**config.mk**
```make
export PLATFORM = sky130hd
export DESIGN_NAME = sync_r2w_status
export DESIGN_NICKNAME = d
export VERILOG_FILES = /design/src/rtl/sync_pkg.sv /design/src/rtl/sync_stage_chain.sv /design/src/rtl/sync_r2w_status.sv
export SDC_FILE = /design/constraint.sdc
export NUM_CORES = 1
export LEC_CHECK = 0
export CAP_MARGIN = 10
export CORE_MARGIN = 4
export CORE_UTILIZATION = 38
export DETAILED_ROUTE_END_ITERATION = 6
export HOLD_SLACK_MARGIN = 0.02
export PLACE_DENSITY = 0.73
export SKIP_LAST_GASP = 1
export SLEW_MARGIN = 20
export SYNTH_ARGS = -nofsm -noshare
export SYNTH_HDL_FRONTEND = slang
export SYNTH_SLANG_ARGS = --single-unit
```
**constraint.sdc**
```tcl
create_clock -name wclk -period 2.1 [get_ports wclk]
set_clock_uncertainty 0.15 [all_clocks]
set_input_delay 0.315 -clock wclk [delete_from_list [all_inputs] [get_ports wclk]]
set_output_delay 0.315 -clock wclk [all_outputs]
set_load 0.02 [all_outputs]
```
**src/rtl/sync_pkg.sv**
```systemverilog
// Shared helpers for the FIFO pointer synchronisers: Gray decode, single-bit
// change check and legal synchroniser depth range.
package sync_pkg;

    localparam int unsigned SYNC_STAGES_MIN = 2;
    localparam int unsigned SYNC_STAGES_MAX = 4;

    // Widest pointer the helpers accept; narrower pointers are zero-extended,
    // which leaves both the Gray decode and the change check unaffected.
    localparam int unsigned PTR_MAX_W = 32;

    // Gray to binary: each binary bit is the XOR of all Gray bits at or above it.
    function automatic logic [PTR_MAX_W-1:0] gray2bin(input logic [PTR_MAX_W-1:0] gray);
        logic [PTR_MAX_W-1:0] bin;
        bin[PTR_MAX_W-1] = gray[PTR_MAX_W-1];
        for (int i = int'(PTR_MAX_W) - 2; i >= 0; i--) begin
            bin[i] = bin[i+1] ^ gray[i];
        end
        return bin;
    endfunction

    // True when at most one bit of the XOR difference vector is set.
    function automatic logic onehot_or_zero(input logic [PTR_MAX_W-1:0] diff);
        return (diff & (diff - PTR_MAX_W'(1))) == '0;
    endfunction

endpackage

```
**src/rtl/sync_stage_chain.sv**
```systemverilog
// Generic WIDTH x STAGES synchroniser flop chain with asynchronous
// active-high clear. Used for both pointer-crossing directions.
module sync_stage_chain
    import sync_pkg::*;
#(
    parameter int unsigned WIDTH  = 1,
    parameter int unsigned STAGES = 2
) (
    input  logic             clk,
    input  logic             rst,
    input  logic [WIDTH-1:0] d,
    output logic [WIDTH-1:0] q
);

    if (STAGES < SYNC_STAGES_MIN || STAGES > SYNC_STAGES_MAX) begin : g_bad_stages
        $error("sync_stage_chain: STAGES out of range");
    end

    logic [STAGES-1:0][WIDTH-1:0] stage;

    // Shift the sampled value one stage deeper every edge; stage 0 takes d.
    always_ff @(posedge clk or posedge rst) begin
        if (rst) begin
            stage <= '0;
        end else begin
            stage <= {stage[STAGES-2:0], d};
        end
    end

    assign q = stage[STAGES-1];

endmodule

```
**src/rtl/sync_r2w_status.sv**
```systemverilog
// Read-to-write pointer synchroniser with write-side fill level, full,
// almost-full, synchroniser-ready and optional Gray-integrity status.
// Optional feature macro: SYNC_R2W_GRAYCHK_EN (sticky gray_err checker).
module sync_r2w_status
    import sync_pkg::*;
#(
    parameter int unsigned ADDRSIZE     = 4,
    parameter int unsigned SYNC_STAGES  = 2,
    parameter int unsigned AFULL_THRESH = (1 << ADDRSIZE) - 2
) (
    input  logic              wclk,
    input  logic              wrst,
    input  logic [ADDRSIZE:0] rptr,
    input  logic [ADDRSIZE:0] wbin,
    output logic [ADDRSIZE:0] wq_rptr,
    output logic [ADDRSIZE:0] wq_rbin,
    output logic [ADDRSIZE:0] wlevel,
    output logic              wfull,
    output logic              walmost_full,
    output logic              sync_valid,
    output logic              gray_err
);

    localparam int unsigned PW = ADDRSIZE + 1;
    localparam int unsigned CW = $clog2(SYNC_STAGES_MAX + 2);
    localparam logic [CW-1:0] CNT_DONE   = CW'(SYNC_STAGES + 1);
    localparam logic [CW-1:0] CNT_ARM    = CW'(SYNC_STAGES);
    localparam logic [PW-1:0] FULL_LEVEL = PW'(1 << ADDRSIZE);

    if (SYNC_STAGES < SYNC_STAGES_MIN || SYNC_STAGES > SYNC_STAGES_MAX) begin : g_bad_stages
        $error("sync_r2w_status: SYNC_STAGES out of range");
    end
    if (PW > PTR_MAX_W) begin : g_bad_addrsize
        $error("sync_r2w_status: ADDRSIZE too large");
    end

    logic [CW-1:0] ready_cnt;

    sync_stage_chain #(
        .WIDTH  (PW),
        .STAGES (SYNC_STAGES)
    ) u_chain (
        .clk (wclk),
        .rst (wrst),
        .d   (rptr),
        .q   (wq_rptr)
    );

    // Decode the synchronised Gray pointer into a registered binary copy.
    always_ff @(posedge wclk or posedge wrst) begin
        if (wrst) begin
            wq_rbin <= '0;
        end else begin
            wq_rbin <= PW'(gray2bin(PTR_MAX_W'(wq_rptr)));
        end
    end

    // Count edges since reset release; ready once the chain and decoder have flushed.
    always_ff @(posedge wclk or posedge wrst) begin
        if (wrst) begin
            ready_cnt  <= '0;
            sync_valid <= 1'b0;
        end else begin
            if (ready_cnt != CNT_DONE) begin
                ready_cnt <= ready_cnt + CW'(1);
            end
            if (ready_cnt >= CNT_ARM) begin
                sync_valid <= 1'b1;
            end
        end
    end

`ifdef SYNC_R2W_GRAYCHK_EN
    logic [PW-1:0] prev_rptr;

    // Flag any multi-bit jump of the synchronised pointer; sticky until reset.
    always_ff @(posedge wclk or posedge wrst) begin
        if (wrst) begin
            prev_rptr <= '0;
            gray_err  <= 1'b0;
        end else begin
            prev_rptr <= wq_rptr;
            if (sync_valid && !onehot_or_zero(PTR_MAX_W'(wq_rptr ^ prev_rptr))) begin
                gray_err <= 1'b1;
            end
        end
    end
`else
    assign gray_err = 1'b0;
`endif

    // Write-side status; flags held asserted until the synchroniser is ready.
    always_comb begin
        wlevel       = wbin - wq_rbin;
        wfull        = !sync_valid || (wlevel == FULL_LEVEL);
        walmost_full = !sync_valid || (32'(wlevel) >= AFULL_THRESH);
    end

endmodule

```
==> run summary, run 1 <==
starting DRC count in detailed routing = 2
core area = 2022 sq um
pre-CTS setup slack = -1.019 ns
count of cell types in the netlist = 19
Final period util = 1.224
critical path type = reg -> out
grt total ovfl = 0
crit-path max FO = 3
failing checks = setup timing
I/O Buffers = 29
global-route wire length before repair = 2525 um
worst path cell trace = ha_4 -> inv_2 -> fa_2 -> a21o_1 -> a21oi_2 -> xnor2_2 -> o41ai_4 -> buf_4
via count = 590
startpoint types = flop
Static Leakage = 0.6342 nW
final wirelength = 1556 um
WL per Instance = 11.61 um
Detailed Place HPWL = 1235 um
average cell area after synthesis = 12.51 sq um
Final Critical Period = 2.570 ns
Rows = 16
Crit-path slowest cell = dfrtp_2
CTS tree = done
asr flop ratio synth = 1.000
Max Freq = 389.1 MHz
crit path DAT = 2.10 ns
max_cap viols = 0
Crit path required time = 1.63 ns
Post-Syn Instances = 67
peak supply drop = 0.4865 mV
CP endpoint kind = primary output
die area = 3022 sq um
Net Count, Synth = 86
Core Util, Final = 0.6553
Area Overhead vs Synth = 58.06%
antenna viol nets, final = 0
PnR worst setup slack = -0.4698 ns
most common cell in the netlist = dfrtp_1
# H-tree levels = 1
Final Setup Violations = 6
YS warnings = 0
Total GRT Usage = 0.1236
vias in the first global route = 615
CTS Sinks = 19
vias per inst = 4.403
Yosys top cell by area = dfrtp_1
initial antenna violation count = 0
Post-synth EDFFs = 0
Post-synth top cells = 19 x dfrtp_1, 11 x inv_1, 6 x buf_4, 6 x ha_1
count of final max-slew check failures = 0
Clock Latency Late Sink = 0.30 ns
Synth Flop Type = dfrtp_1
clock transition at the registers of the reported paths = 0.10 ns
total power = 1.163 mW
worst hold path class = in -> async
clk buf depth = 2
chip width = 54.97 um
slowest cell delay on critical path = 0.40 ns
Final nets = 127
final hold violations = 0
CP Launch Point = wq_rbin[0]
Ports = 31
#FFs+latches synth = 19
Num CTS Buffers = 3
sequential area share after synthesis = 0.5672
residual DRC count = 0
synthesized cell area = 838.3 sq um
synth top area cells = dfrtp_1 57%, ha_1 9.0%, buf_4 5.4%, inv_1 4.9%, xnor2_1 4.2%
r2r startpoint = u_chain.q[3]
largest net degree at the start of global routing = 12
# hold bufs at CTS = 0
Diodes inserted = 0
Die Ht = 54.97 um
Root Driver = clkbuf_4
Starting Density = 0.4146
fraction of layout cells with a size suffix above 1 = 0.3832
Pwr per Cell Area = 877.4 nW/um^2
RSZ-0062 raised after global routing = true
WHS = 0.1216 ns
drt first pass iters = 4
RD Place Congestion = 0.6990
share of the synthesized area in the top cell type = 0.5672
status = complete, but fails checks
-- timing repair --
| item | in CTS | in global routing |
|---|---|---|
| gates cloned | 0 | 0 |
| pin swaps | 2 | 4 |
| setup buffers | 3 | 2 |
| endpoints found under the setup margin | 7 | 6 |
| resized for setup | 37 | 4 |
-- stage by stage --
step	TNS, ns	cells	area (sq um)
global route	-2.211	134	1325
detailed placement	-4.633	125	1246
finish	-1.648	134	1325
CTS	-1.729	132	1294
floorplan	-0.3501	67	907.1
global placement	-4.514	125	1246
-- flip-flops by register name, indices dropped and copies added, names as in the netlist --
signal,count
u_chain.q,5
u_chain.stage,5
wq_rbin,5
ready_cnt,3
sync_valid,1
-- logic make-up (layout without fill, tap and decap cells) --
logic type	count (synthesis)	after routing	share of synthesized area
AOI/OAI and AO/OA	6	6	0.05523
xor gates and xnor gates	9	9	0.1030
adders and majority gates	7	7	0.1134
buffers and inverters	17	57	0.1030
DFF	19	19	0.5672
muxes	1	1	0.01343
other	1	1	0.004473
and+or+nand+nor	7	7	0.04031
-- report_power, final --
group / total [mW] / leakage [nW] / internal, mW / switching, mW
logic: 0.576 / 0.403 / 0.306 / 0.270
registers: 0.407 / 0.213 / 0.391 / 0.0153
clock network: 0.180 / 0.0177 / 0.0711 / 0.108
-- cells in the final DEF (no fill, tap or decap), types with 2 or more instances in the layout --
master	instances
xnor2_2	3
clkbuf_4	3
nand2_1	2
xor2_1	3
inv_2	3
dfrtp_1	17
dlygate4sd2_1	2
xnor2_1	2
inv_1	8
ha_1	4
dfrtp_2	2
clkdlybuf4s50_1	20
a21oi_2	2
buf_6	4
buf_4	15
-- per-layer routing --
metal  track usage  share of wire  up-vias
li1              -              -      284
met2        0.2126           0.48       28
met4       0.08502          0.028        0
met3       0.04021           0.11        5
met1        0.1261           0.37      273
met5             0              0        -
-- final timing paths --
check,to,slack [ns],cells past startpoint
setup reg to reg,wq_rbin[0],0.70,4
setup / recovery,wfull,-0.47,8
hold / removal,wq_rbin[1],0.12,2
min in group wclk,u_chain.q[4],0.21,0
max in group asynchronous,u_chain.stage[4],1.22,3
hold reg to reg,u_chain.q[4],0.21,0
-- final cells by class --
type	instances	area (sq um)
timing repair buffer	42	387.9
sequential	19	478.0
fill	158	696.9
tap	27	33.78
multi-input combinational	31	356.6
inverter	11	41.29
clock inverter	1	5.005
clock buffer	3	22.52
-- critical path, delay by kind of cell (launching register included) --
kind                     cells  cell delay (ns)
AO/OA/AOI/OAI                3             0.55
adder cells (fa/ha/maj)      2             0.51
flip-flops                   1             0.40
buffers and inverters        2             0.23
XOR/XNOR                     1             0.11
Power figures use the tool's default switching activity.
==> inputs of run 2 (changes only) <==
--- a/config.mk
+++ b/config.mk
@@ -10,8 +10,8 @@
 export CORE_UTILIZATION = 38
 export DETAILED_ROUTE_END_ITERATION = 6
 export HOLD_SLACK_MARGIN = 0.02
+export MAX_ROUTING_LAYER = met4
 export PLACE_DENSITY = 0.73
-export SKIP_LAST_GASP = 1
 export SLEW_MARGIN = 20
 export SYNTH_ARGS = -nofsm -noshare
 export SYNTH_HDL_FRONTEND = slang
==> run 2 against run 1 <==
The flow still finishes with violations (setup timing). Count of clock-buffer cells in the layout unchanged. Cell area unchanged. Worst hold slack about the same. Worst setup slack about the same. Register-to-register slack about the same. Power about the same. Critical endpoint unchanged. Highest routed layer unchanged.
==> run summary, run 2 (same netlist as run 1, synthesis figures left out) <==
vias in the first global route = 614 (was 615)
CP Launch Point = wq_rbin[0] (unchanged)
WL per Instance = 11.51 um (was 11.61 um)
r2r startpoint = u_chain.q[3] (unchanged)
commonest non-fill, non-tap cell in the layout = clkdlybuf4s50_1 (unchanged)
critical path type = reg -> out (unchanged)
Area Overhead vs Synth = 58.06% (unchanged)
Worst Setup EP = wfull (unchanged)
commonest non-fill, non-tap cells in the layout = 20 x clkdlybuf4s50_1, 17 x dfrtp_1, 15 x buf_4 (unchanged)
die area = 3022 sq um (unchanged)
Ports = 31 (unchanged)
gr busiest metal = met2 (unchanged)
crit path DAT = 2.10 ns (about the same)
CTS tree = done (unchanged)
Clock Latency Late Sink = 0.30 ns (about the same)
Reg area = 478.0 sq um (unchanged)
fill count = 158 (unchanged)
fraction of layout cells with a size suffix above 1 = 0.3832 (unchanged)
Sum Neg Setup Slack = -1.649 ns (was -1.648 ns)
residual DRC count = 0 (unchanged)
vias per inst = 4.425 (was 4.403)
via count = 593 (was 590)
RSZ-0062 raised after global routing = true (unchanged)
Final nets = 127 (unchanged)
Pwr per Cell Area = 876.9 nW/um^2 (was 877.4 nW/um^2)
R2R depth = 4 (unchanged)
final wirelength = 1543 um (was 1556 um)
Root Driver = clkbuf_4 (unchanged)
met3 Usage GRT = 0.03485 (was 0.04021)
slowest cell delay on critical path = 0.40 ns (about the same)
Largest delay share family, worst path = compound AO/OA/AOI/OAI gates (unchanged)
final hold violations = 0 (unchanged)
Rows = 16 (unchanged)
clock transition at the registers of the reported paths = 0.10 ns (about the same)
Diodes inserted = 0 (unchanged)
Max Freq = 389.1 MHz (about the same)
pre-CTS setup slack = -1.019 ns (unchanged)
antenna viol nets, final = 0 (unchanged)
multi-input logic area = 356.6 sq um (unchanged)
startpoint types = flop (unchanged)
Crit-path slowest cell = dfrtp_2 (unchanged)
Num CTS Buffers = 3 (unchanged)
Core Util, Final = 0.6553 (unchanged)
Final Critical Period = 2.570 ns (about the same)
grt total ovfl = 0 (unchanged)
count of final max-slew check failures = 0 (unchanged)
worst path cell trace = ha_4 -> inv_2 -> fa_2 -> a21o_1 -> a21oi_2 -> xnor2_2 -> o41ai_4 -> buf_4 (unchanged)
crit-path max FO = 3 (unchanged)
R2R Setup Slk = 0.70 ns (about the same)
worst reg2reg endpoint = wq_rbin[0] (unchanged)
Crit path required time = 1.63 ns (about the same)
cell depth of the worst setup path = 8 (unchanged)
Die Ht = 54.97 um (unchanged)
PnR worst setup slack = -0.4698 ns (about the same)
Total GRT Usage = 0.1265 (was 0.1236)
M2 GR Usage = 0.2126 (unchanged)
GR Layer Usage met1 = 0.1278 (was 0.1261)
initial antenna violation count = 0 (unchanged)
CP endpoint kind = primary output (unchanged)
peak supply drop = 0.4847 mV (was 0.4865 mV)
status = complete, but fails checks (unchanged)
CTS Sinks = 19 (unchanged)
RD Place Congestion = 0.7067 (was 0.6990)
chip width = 54.97 um (unchanged)
# H-tree levels = 1 (unchanged)
Final Setup Violations = 6 (unchanged)
Buf/Inv on CP = 2 (unchanged)
Detailed Place HPWL = 1235 um (unchanged)
failing checks = setup timing (unchanged)
worst hold path class = in -> async (unchanged)
Final period util = 1.224 (about the same)
I/O Buffers = 29 (unchanged)
clk buf depth = 2 (unchanged)
max_cap viols = 0 (unchanged)
core area = 2022 sq um (unchanged)
Static Leakage = 0.6342 nW (unchanged)
drt first pass iters = 4 (unchanged)
largest net degree at the start of global routing = 12 (unchanged)
Starting Density = 0.4146 (unchanged)
global-route wire length before repair = 2497 um (was 2525 um)
starting DRC count in detailed routing = 2 (unchanged)
## run 2: metal layers
layer	wire (um)	vias to the layer above
li1	-	283
met4	44	0
met3	163	5
met2	759	28
met1	576	277
met5	0	-
## run 2: power breakdown
group	internal, mW	switching, mW
Sequential	0.391	0.0153
Clock	0.0711	0.108
Combinational	0.306	0.270
## run 2: worst min-delay path by stage
stage / slack, ns / start / to / cells after the start
after floorplan: 0.12 / wrst / ready_cnt[0] / 1
after global placement: 0.18 / u_chain.stage[4] / u_chain.q[4] / 0
after detailed placement: 0.18 / u_chain.stage[4] / u_chain.q[4] / 0
after CTS: 0.13 / wrst / wq_rbin[1] / 2
after global routing: 0.17 / wrst / wq_rbin[1] / 2
final: 0.12 / wrst / wq_rbin[1] / 2
## run 2: through the flow
stage	cell area [sq um]	instances	hold slack [ns]	power (mW)
6_report	1325	134	0.1213	1.162
3_3_place_gp	1246	125	0.1815	0.9136
2_1_floorplan	907.1	67	0.1160	0.7114
3_5_place_dp	1246	125	0.1847	0.9209
4_1_cts	1294	132	0.1283	1.147
5_1_grt	1325	134	0.1664	1.233
## run 2: what timing repair did
action,in CTS,in global routing
pin swaps,2,4
resized for setup,37,4
buffers inserted,3,2
endpoints found under the setup margin,7,6
gates cloned,0,0
hold buffers,0,0
## run 2: layout make-up
type	instances	area share
Multi-Input combinational cell	31	0.2691
Timing Repair Buffer	42	0.2927
Tap cell	27	0.02550
Clock inverter	1	0.003777
Sequential cell	19	0.3607
Clock buffer	3	0.01700
Inverter	11	0.03116
==> inputs of run 3 (changes only) <==
--- a/config.mk
+++ b/config.mk
@@ -5,13 +5,14 @@
 export SDC_FILE = /design/constraint.sdc
 export NUM_CORES = 1
 export LEC_CHECK = 0
-export CAP_MARGIN = 10
+export CAP_MARGIN = 20
 export CORE_MARGIN = 4
-export CORE_UTILIZATION = 38
+export CORE_UTILIZATION = 42
+export CTS_CLUSTER_SIZE = 14
 export DETAILED_ROUTE_END_ITERATION = 6
+export DONT_BUFFER_PORTS = 1
 export HOLD_SLACK_MARGIN = 0.02
 export MAX_ROUTING_LAYER = met4
-export PLACE_DENSITY = 0.73
 export SLEW_MARGIN = 20
 export SYNTH_ARGS = -nofsm -noshare
 export SYNTH_HDL_FRONTEND = slang
==> run 3 against run 2 <==
The flow still finishes with violations (setup timing). Power decreased by 11%. Non-clock buffer count is 22 lower. Global-route usage down 1.2 points. Combinational power down 23%. Sequential share of layout area up 7.5 points. Critical path depth decreased by 2. Via count shrank 16%. Cell area decreased by 17%. Register-to-register slack got worse by 0.12 ns. Worst hold slack improved by 0.085 ns. Die area down 8.2%. First-iteration DRC count shrank 100%. Highest routed layer unchanged.
==> run summary, run 3 (same netlist as run 1, synthesis figures left out) <==
Die Ht = 52.68 um (was 54.97 um)
Final Setup Violations = 5 (was 6)
DP Area = 975.9 sq um (was 1246 sq um)
Final Critical Period = 2.470 ns (was 2.570 ns)
Worst Max-Slew Pin Slew = 0.6758 ns
fin area = 1097 sq um (was 1325 sq um)
Clock Latency Late Sink = 0.28 ns (was 0.30 ns)
Root Driver = clkbuf_4 (unchanged)
# H-tree levels = 1 (unchanged)
Rows = 15 (was 16)
I/O Buffers = 0 (was 29)
chip width = 52.68 um (was 54.97 um)
antenna viol nets, final = 0 (unchanged)
initial antenna violation count = 0 (unchanged)
Diodes inserted = 0 (unchanged)
global-route wire length before repair = 2249 um (was 2497 um)
Static Leakage = 0.5200 nW (was 0.6342 nW)
Total GRT Usage = 0.1148 (was 0.1265)
pre-CTS setup slack = -0.1494 ns (was -1.019 ns)
Crit path required time = 1.63 ns (about the same)
CTS tree = done (unchanged)
post-placement cell count = 97 (was 125)
Ports = 31 (unchanged)
crit path DAT = 2.00 ns (was 2.10 ns)
Detailed Place HPWL = 1062 um (was 1235 um)
slew margin rel. = 0.5490
WHS = 0.2063 ns (was 0.1213 ns)
starting DRC count in detailed routing = 0 (was 2)
clk buf depth = 2 (unchanged)
vias per inst = 4.545 (was 4.425)
CP endpoint kind = primary output (unchanged)
residual DRC count = 0 (unchanged)
commonest non-fill, non-tap cells in the layout = 17 x dfrtp_1, 12 x buf_4, 6 x inv_1, 6 x dlygate4sd3_1 (was 20 x clkdlybuf4s50_1, 17 x dfrtp_1, 15 x buf_4)
final hold violations = 0 (unchanged)
max_cap viols = 0 (unchanged)
drt first pass iters = 1 (was 4)
commonest non-fill, non-tap cell in the layout = dfrtp_1 (was clkdlybuf4s50_1)
Final period util = 1.176 (was 1.224)
Sum Neg Setup Slack = -1.068 ns (was -1.649 ns)
largest net degree at the start of global routing = 20 (was 12)
CTS Sinks = 19 (unchanged)
RSZ-0062 raised after global routing = true (unchanged)
RD Place Congestion = 0.5542 (was 0.7067)
status = complete, but fails checks (unchanged)
Crit-path slowest cell = dfrtp_2 (unchanged)
crit-path max FO = 2 (was 3)
Pwr per Cell Area = 938.8 nW/um^2 (was 876.9 nW/um^2)
total power = 1.030 mW (was 1.162 mW)
Core Util, Final = 0.6090 (was 0.6553)
via count = 500 (was 593)
final std cells w/o fill = 110 (was 134)
failing checks = setup timing (unchanged)
count of final max-slew check failures = 0 (unchanged)
startpoint types = flop (unchanged)
worst hold path class = reg -> reg (was in -> async)
final wirelength = 1321 um (was 1543 um)
critical path type = reg -> out (unchanged)
core area = 1802 sq um (was 2022 sq um)
PnR worst setup slack = -0.3697 ns (was -0.4698 ns)
Final nets = 105 (was 127)
Max Freq = 404.9 MHz (was 389.1 MHz)
peak supply drop = 0.5681 mV (was 0.4847 mV)
fraction of layout cells with a size suffix above 1 = 0.4118 (was 0.3832)
clock transition at the registers of the reported paths = 0.09 ns (was 0.10 ns)
vias in the first global route = 524 (was 614)
slowest cell delay on critical path = 0.43 ns (was 0.40 ns)
grt total ovfl = 0 (unchanged)
WL per Instance = 12.01 um (was 11.51 um)
worst path cell trace = ha_4 -> inv_2 -> fa_2 -> nand2b_4 -> o41ai_4 -> buf_4 (was ha_4 -> inv_2 -> fa_2 -> a21o_1 -> a21oi_2 -> xnor2_2 -> o41ai_4 -> buf_4)
Num CTS Buffers = 3 (unchanged)
Starting Density = 0.4653 (was 0.4146)
die area = 2775 sq um (was 3022 sq um)
Area Overhead vs Synth = 30.90% (was 58.06%)
## run 3: cell types whose count changed in the layout (fill, tap and decap cells not counted), sizes merged
cell / previous run / this run
buf: 19 / 14
clkbuf: 3 / 4
clkinv: 1 / 0
dlygate4sd2: 2 / 0
dlygate4sd3: 0 / 6
clkdlybuf4s50: 20 / 0
dlymetal6s2s: 1 / 0
## run 3: worst max-delay path: cells and delay by family, from the launching register on
family          cells  cell delay (ns)
fa+ha+maj           2             0.59
flops               1             0.43
compound gates      1             0.30
buf+inv             2             0.23
simple gates        1             0.17
## run 3: path summary, 6_finish.rpt
kind                       depth (start not counted)             start               end  slack, ns
max                                                6        wq_rbin[0]             wfull      -0.37
min                                                0  u_chain.stage[0]      u_chain.q[0]       0.21
max reg2reg                                        4      u_chain.q[3]        wq_rbin[0]       0.58
min reg2reg                                        0  u_chain.stage[0]      u_chain.q[0]       0.21
max in group asynchronous                          2              wrst        wq_rbin[0]       0.92
min in group asynchronous                          2              wrst  u_chain.stage[3]       0.41
## run 3: final cells by class
| cell class | count | area [sq um] |
|---|---|---|
| fillers | 163 | 704.4 |
| flip-flops and latches | 19 | 478.0 |
| repair buffers | 20 | 172.7 |
| clock buffers | 4 | 26.28 |
| multi-input cells | 31 | 345.3 |
| well taps | 25 | 31.28 |
| inverters | 11 | 43.79 |
## run 3: what timing repair did
item	4_1_cts	5_1_grt
hold buffers	6	0
setup endpoints to repair	5	5
resized for setup	5	2
hold endpoints to repair	24	0
buffers inserted	1	3
pin swaps	5	5
## run 3: per-layer routing
layer	track usage	vias to the layer above	share of wire
met5	-	-	0
met2	0.2087	23	0.52
met4	0.05106	0	0.0076
met3	0.03419	2	0.12
met1	0.1109	237	0.35
li1	-	238	-
## run 3: where the power goes
part	leakage (nW)	internal, mW	total (mW)	switching (mW)
sequential	0.213	0.391	0.416	0.0250
combinational	0.292	0.209	0.442	0.233
clock	0.0150	0.0737	0.172	0.0985
total	0.520	0.674	1.03	0.356
